`config.mk`:
```
export PLATFORM = sky130hd
export DESIGN_NAME = stream_demux_n
export DESIGN_NICKNAME = d
export VERILOG_FILES = /design/src/rtl/stream_demux_n.sv
export SDC_FILE = /design/constraint.sdc
export NUM_CORES = 1
export LEC_CHECK = 0
export CORE_MARGIN = 4
export CORE_UTILIZATION = 31
export DETAILED_ROUTE_END_ITERATION = 7
export GPL_ROUTABILITY_DRIVEN = 0
export PLACE_DENSITY = 0.82
export REMOVE_ABC_BUFFERS = 1
export SYNTH_ARGS = -nofsm -noshare
export SYNTH_HDL_FRONTEND = slang
export SYNTH_SLANG_ARGS = --single-unit
```
`constraint.sdc`:
```
create_clock -name clk -period 1.61 [get_ports clk]
set_clock_uncertainty 0.1 [all_clocks]
set_input_delay 0.322 -clock clk [delete_from_list [all_inputs] [get_ports clk]]
set_output_delay 0.322 -clock clk [all_outputs]
set_load 0.05 [all_outputs]
```
`src/rtl/stream_demux_n.sv`:
```
// stream_demux_n: 1-to-NUM_CH valid/ready stream demultiplexer with a single
// registered holding stage (one cycle of latency). The channel comes from in_sel
// (MODE=0) or from an internal round-robin pointer (MODE=1).
// Optional counters are enabled with the macro STREAM_DEMUX_CNT_EN.
// drop_cnt counts out-of-range drops and saturates at 0xFFFF.
// beat_cnt counts forwarded beats and wraps at 0xFFFF.
module stream_demux_n #(
   parameter int DATA_W = 8,
   parameter int NUM_CH = 4,
   parameter int SEL_W  = 2,
   parameter int MODE   = 0
) (
   input  logic              clk,
   input  logic              rst,
   input  logic              enable,
   input  logic              in_valid,
   output logic              in_ready,
   input  logic [DATA_W-1:0] in_data,
   input  logic [SEL_W-1:0]  in_sel,
   output logic [NUM_CH-1:0] out_valid,
   input  logic [NUM_CH-1:0] out_ready,
   output logic [DATA_W-1:0] out_data,
   output logic              sel_err,
   output logic [SEL_W-1:0]  rr_ptr
`ifdef STREAM_DEMUX_CNT_EN
   ,
   output logic [15:0]       drop_cnt,
   output logic [15:0]       beat_cnt
`endif
);

   typedef enum logic {S_EMPTY = 1'b0, S_FULL = 1'b1} state_t;

   // One extra bit so the range check also works when 2^SEL_W == NUM_CH.
   localparam logic [SEL_W:0]   NUM_CH_X = (SEL_W+1)'(NUM_CH);
   localparam logic [SEL_W-1:0] LAST_CH  = SEL_W'(NUM_CH - 1);

   state_t              state_q, state_d;
   logic [DATA_W-1:0]   data_q, data_d;
   logic [SEL_W-1:0]    ch_q, ch_d;
   logic [SEL_W-1:0]    rr_q, rr_d;
   logic                sel_err_q, sel_err_d;
   logic [SEL_W-1:0]    chan;
   logic                chan_ok;
   logic                fire;
   logic                accept;

   // Channel request: in round-robin mode the pointer is always in range, so no drops occur.
   assign chan    = (MODE == 1) ? rr_q : in_sel;
   assign chan_ok = ({1'b0, chan} < NUM_CH_X);
   assign accept  = in_valid && in_ready;

   // State register: a held beat is discarded immediately on reset.
   always_ff @(posedge clk or posedge rst) begin
      if (rst) state_q <= S_EMPTY;
      else     state_q <= state_d;
   end

   // Next state: a valid accept always refills the stage. Otherwise a fire empties it.
   // An out-of-range drop leaves the stage unchanged unless the held beat fires.
   always_comb begin
      state_d = state_q;
      if (accept && chan_ok) state_d = S_FULL;
      else if (fire)         state_d = S_EMPTY;
   end

   // Output decode: one-hot valid from the held channel.
   genvar gi;
   generate
      for (gi = 0; gi < NUM_CH; gi++) begin : g_valid
         assign out_valid[gi] = (state_q == S_FULL) && (ch_q == SEL_W'(gi));
      end
   endgenerate

   // Handshake outputs: in_ready looks at out_ready so the stage refills on the same cycle it drains.
   always_comb begin
      fire     = |(out_valid & out_ready);
      in_ready = enable && ((state_q == S_EMPTY) || fire);
   end

   // Datapath next values: payload/channel capture, drop flag, round-robin advance.
   always_comb begin
      data_d    = data_q;
      ch_d      = ch_q;
      rr_d      = rr_q;
      sel_err_d = accept && !chan_ok;
      if (accept && chan_ok) begin
         data_d = in_data;
         ch_d   = chan;
      end
      if ((MODE == 1) && accept)
         rr_d = (rr_q == LAST_CH) ? '0 : rr_q + SEL_W'(1);
   end

   // Datapath registers: out_data holds its last value after the stage drains.
   always_ff @(posedge clk or posedge rst) begin
      if (rst) begin
         data_q    <= '0;
         ch_q      <= '0;
         rr_q      <= '0;
         sel_err_q <= 1'b0;
      end else begin
         data_q    <= data_d;
         ch_q      <= ch_d;
         rr_q      <= rr_d;
         sel_err_q <= sel_err_d;
      end
   end

   assign out_data = data_q;
   assign sel_err  = sel_err_q;
   assign rr_ptr   = rr_q;

`ifdef STREAM_DEMUX_CNT_EN
   logic [15:0] drop_q, drop_d;
   logic [15:0] beat_q, beat_d;

   // Counter next values: drops saturate, forwarded beats wrap.
   always_comb begin
      drop_d = drop_q;
      beat_d = beat_q;
      if (accept && !chan_ok && (drop_q != 16'hFFFF)) drop_d = drop_q + 16'd1;
      if (fire)                                        beat_d = beat_q + 16'd1;
   end

   // Counter registers.
   always_ff @(posedge clk or posedge rst) begin
      if (rst) begin
         drop_q <= '0;
         beat_q <= '0;
      end else begin
         drop_q <= drop_d;
         beat_q <= beat_d;
      end
   end

   assign drop_cnt = drop_q;
   assign beat_cnt = beat_q;
`endif

endmodule

```
# Word level (Yosys, flattened, before mapping)
# Index checks and enable logic that the tools add are counted.
# Widths: inputs -> output; s select.
[op_classes]
eq_ne = 3
mux = 2
bitwise_logic = 2
reduce_logical = 10
[op_table]
columns = ["operator", "count"]
rows = [
  ["$logic_and 1x1->1", 6],
  ["$and 4x4->4", 1],
  ["$eq 2x2->1 const B", 2],
  ["$reduce_or 4->1", 1],
  ["$eq 2x1->1 const B", 1],
  ["$logic_not 2->1", 1],
  ["$mux 1", 2],
  ["$reduce_bool 2->1", 1],
  ["$logic_or 1x1->1", 1],
  ["$not 1->1", 1],
]
[totals]
reg_bits = 11
input_bits = 18
output_inout_bits = 16
wordCells = 20

# Logic depth before layout (Yosys ltp)
[depth]
depth_word = 8
mapped_depth = 3
ltp_nobuf = 3

# Worst setup path before layout
# OpenSTA, ideal clock, no wires.
[synth_path]
path_kind = "reg2out"
from = "reg ch_q[0]"
to = "out in_ready"
arrival_time_ns = 1.280
required_time_ns = 1.188
path_slack_ns = -0.092
stages_incl_launch_ff = 4
n_path_buf = 0
cell_sequence = "dfrtp_1 mux2i_1 a22oi_1 and2_1"
[synth_via]
elab_chain_len = 6
word_cells_on_any_way = 12
classes_between = "eq/ne: 3; bitwise: 1; reduce/logical: 8"
[synth_rtl]
columns = ["item", "line", "text"]
rows = [
  ["start: declaration", "40", "logic [SEL_W-1:0] ch_q, ch_d;"],
  ["start signal: assignment", "104", "ch_q <= ch_d;"],
  ["$eq 2x1->1 (tied with other cells)", "71", "assign out_valid[gi] = (state_q == S_FULL) && (ch_q == SEL_W'(gi));"],
  ["$logic_and 1x1->1", "71", ""],
  ["$and 4x4->4 (*)", "77", "fire = |(out_valid & out_ready);"],
  ["$reduce_or 4->1 (*)", "77", ""],
  ["$logic_or 1x1->1 (*)", "78", "in_ready = enable && ((state_q == S_EMPTY) || fire);"],
  ["$logic_and 1x1->1 (*)", "78", ""],
  ["end: declaration", "17", "output logic in_ready,"],
]
# Mark *: on every way between the ends. The rest lies on a longest branch, timed or not.

# Final worst setup path
# Ends and elaborated chain as after synthesis.

==> flow_summary.yaml <==
placed_design:
  dpl.hpwl_um: 1035
  port_buffers: 30
  dp.cells: 91
  placed_area_um2: 1016
  pre_cts_ws_ns: -0.4201
clocking:
  cts_tree: "done"
  cts_sinks: 11
  clk_pin_slew_ns: 0.07
  htreeDepth: 1
  clock_latency_ns: 0.25
  clock-root-buffer: "clkbuf_4"
  cts_buffers: 3
  clockBufferDepth: 2
  hold_buffers: 0
setup_path:
  required_ns: 1.19
  startpoint_type: "flip-flop"
  cp_max_fo: 4
  cp_slowest_cell: "dfrtp_2"
  critPathKind: "reg -> out"
  worstPathArrival_ns: 1.43
  end_kind: "primary output"
  slowest_delay_ns: 0.46
  path_cells: "mux2i_4 -> a22oi_2 -> and2_4 -> buf_12"
  critPathTopFamily: "flip-flops"
  cp.buffers_inverters: 1
yosys:
  netlist_instances: 41
  synth.most_common_cell: "dfrtp_1"
  ys_seq_area_share_pct: 50.69
  synth_edf_count: 0
  synth_top_area_share_pct: 50.69
  synth_commonest_cells: "dfrtp_1, mux2_2, buf_4"
  synth-warning-count: 0
  ys_top_cells_by_area: "dfrtp_1, mux2_2, a221oi_4, buf_4, mux2i_1"
  synth_top_area_cell: "dfrtp_1"
  synthDistinctLibCells: 16
  syn-cell-area_um2: 543.0
  syn_avg_cell_area_um2: 13.24
  ys.flop_type: "dfrtp_1"
  synthArstFlopShare_pct: 100.0
  ys_ff_latch: 11
routing:
  antenna_left: 0
  drtIter0Drc: 0
  dr_wl_met3_um: 114
  avgViaCountPerCell: 4.586
  met1_length_um: 540
  wl_met2_um: 731
  highest_layer: "met3"
  first_pass_iters: 1
  routedWlPerCell_um: 14.00
  wirelength_um: 1386
  num_vias: 454
  drc: 0
cells_and_area:
  fillers: 107
  area_growth_pct: 116.6
  drive_gt1_share_pct: 55.42
  fin_util_pct: 74.60
  stdcell_count: 99
  stdcell_area_um2: 1176
  finalNetCount: 102
  n_antenna_cell: 0
floorplan:
  core_um2: 1577
  ioPinCount: 34
  die_w_um: 49.86
  initial_core_util_pct: 34.44
  dieHeight_um: 49.86
  row_count: 14
  dieArea_um2: 2486
sta:
  min_period_ns: 1.855
  clock.fmax_mhz: 539.2
  finalHoldViolCount: 0
  setup_viol_count_final: 14
  rsz0062_at_grt: "true"
  finalCritPeriodShare_pct: 115.2
  slew_viol_final: 0
  fin_ws_ns: -0.2445
flow_run:
  cap_violations: 0
power_and_ir_drop:
  power.leakage_nw: 0.5297
  power_density_nw_per_um2: 1513
  p_total_mw: 1.780
  peakVddDrop_mv: 0.9065
global_routing:
  grt_usage_pct: 12.20
  grt_pass1_vias: 507
  grt-ovfl-total: 0
  antenna_found_initial: 0
  grt_pass1_wl_um: 2359
  grt_max_degree: 12
outcome:
  violations: "setup timing"
  status: "finished with violations"
min_path:
  hold_path_class: "in -> async"
metrics by stage:
step           TNS [ns]  hold slack [ns]
2_1_floorplan   -0.7103          0.07444
3_3_place_gp     -3.889           0.4267
3_5_place_dp     -4.040           0.4340
4_1_cts          -2.374           0.2588
5_1_grt          -3.201           0.2786
6_report         -2.539           0.2482
cell type report:
cell class / instances / area [µm²] / share of cell area, %
Timing Repair Buffer: 39 / 525.5 / 44.68
Multi-Input combinational cell: 28 / 324.1 / 27.55
Sequential cell: 11 / 276.5 / 23.51
Clock buffer: 4 / 26.28 / 2.234
Tap cell: 16 / 20.02 / 1.702
Inverter: 1 / 3.754 / 0.3191
routing by layer:
layer	track usage, %	vias up
li1	-	222
met1	13.41	210
met5	0	-
met4	1.382	0
met3	4.819	0
met2	22.47	22
worst register-to-register path, delay by kind of cell, from the launching register on:
family	cells	cell delay (ns)
AO/OA/AOI/OAI	1	0.30
buffers and inverters	2	0.32
flip-flops	1	0.47
multiplexers	2	0.53
sequential cells by signal, indices dropped and copies added, names as in the netlist:
name      flops
out_data      8
state_q       1
ch_q          2
path summary, 6_finish.rpt:
check	start	to	slack (ns)	cells past startpoint
max	ch_q[0]$_DFFE_PP0P_	in_ready	-0.24	4
min	rst	out_data[4]$_DFFE_PP0P_	0.25	2
max reg2reg	ch_q[0]$_DFFE_PP0P_	out_data[4]$_DFFE_PP0P_	-0.21	5
min reg2reg	out_data[1]$_DFFE_PP0P_	out_data[1]$_DFFE_PP0P_	0.48	1
max in group asynchronous	rst	ch_q[0]$_DFFE_PP0P_	0.85	2
min in group clk	out_data[1]$_DFFE_PP0P_	out_data[1]$_DFFE_PP0P_	0.48	1
power by group:
group,switching (mW),internal [mW],total (mW)
registers,0.105,0.363,0.469
logic,0.503,0.630,1.13
clock network,0.0825,0.0955,0.178
logic make-up after synthesis:
| family | synth area share (%) |
|---|---|
| multiplexers | 24.42 |
| flip-flops | 50.69 |
| AND/OR/NAND/NOR | 10.83 |
| AO/OA/AOI/OAI | 8.526 |
| buffers and inverters | 4.838 |
| other | 0.6906 |
repair_timing:
item,in CTS,in global routing
endpoints found under the setup margin,14,14
cloned,0,0
buffers inserted,3,1
gates resized for setup,22,1
pin swaps,3,1
hold endpoints to repair,0,0
placed cells by master (no fill, tap or decap):
cell and count:
buf_12 14, and2b_2 2, buf_4 4, dfrtp_1 10, clkdlybuf4s50_1 17, nand2_1 2
mux2_2 1, and2_4 2, mux2_4 9, and2_1 1, conb_1 3, a221oi_4 1
mux2i_4 2, nor2b_4 1, and3_2 1, a21boi_0 1, clkbuf_4 3, a22oi_2 1
a21oi_1 1, buf_6 4, clkbuf_1 1, inv_1 1, dfrtp_2 1
Note: power is estimated with default switching activity, not from simulation.
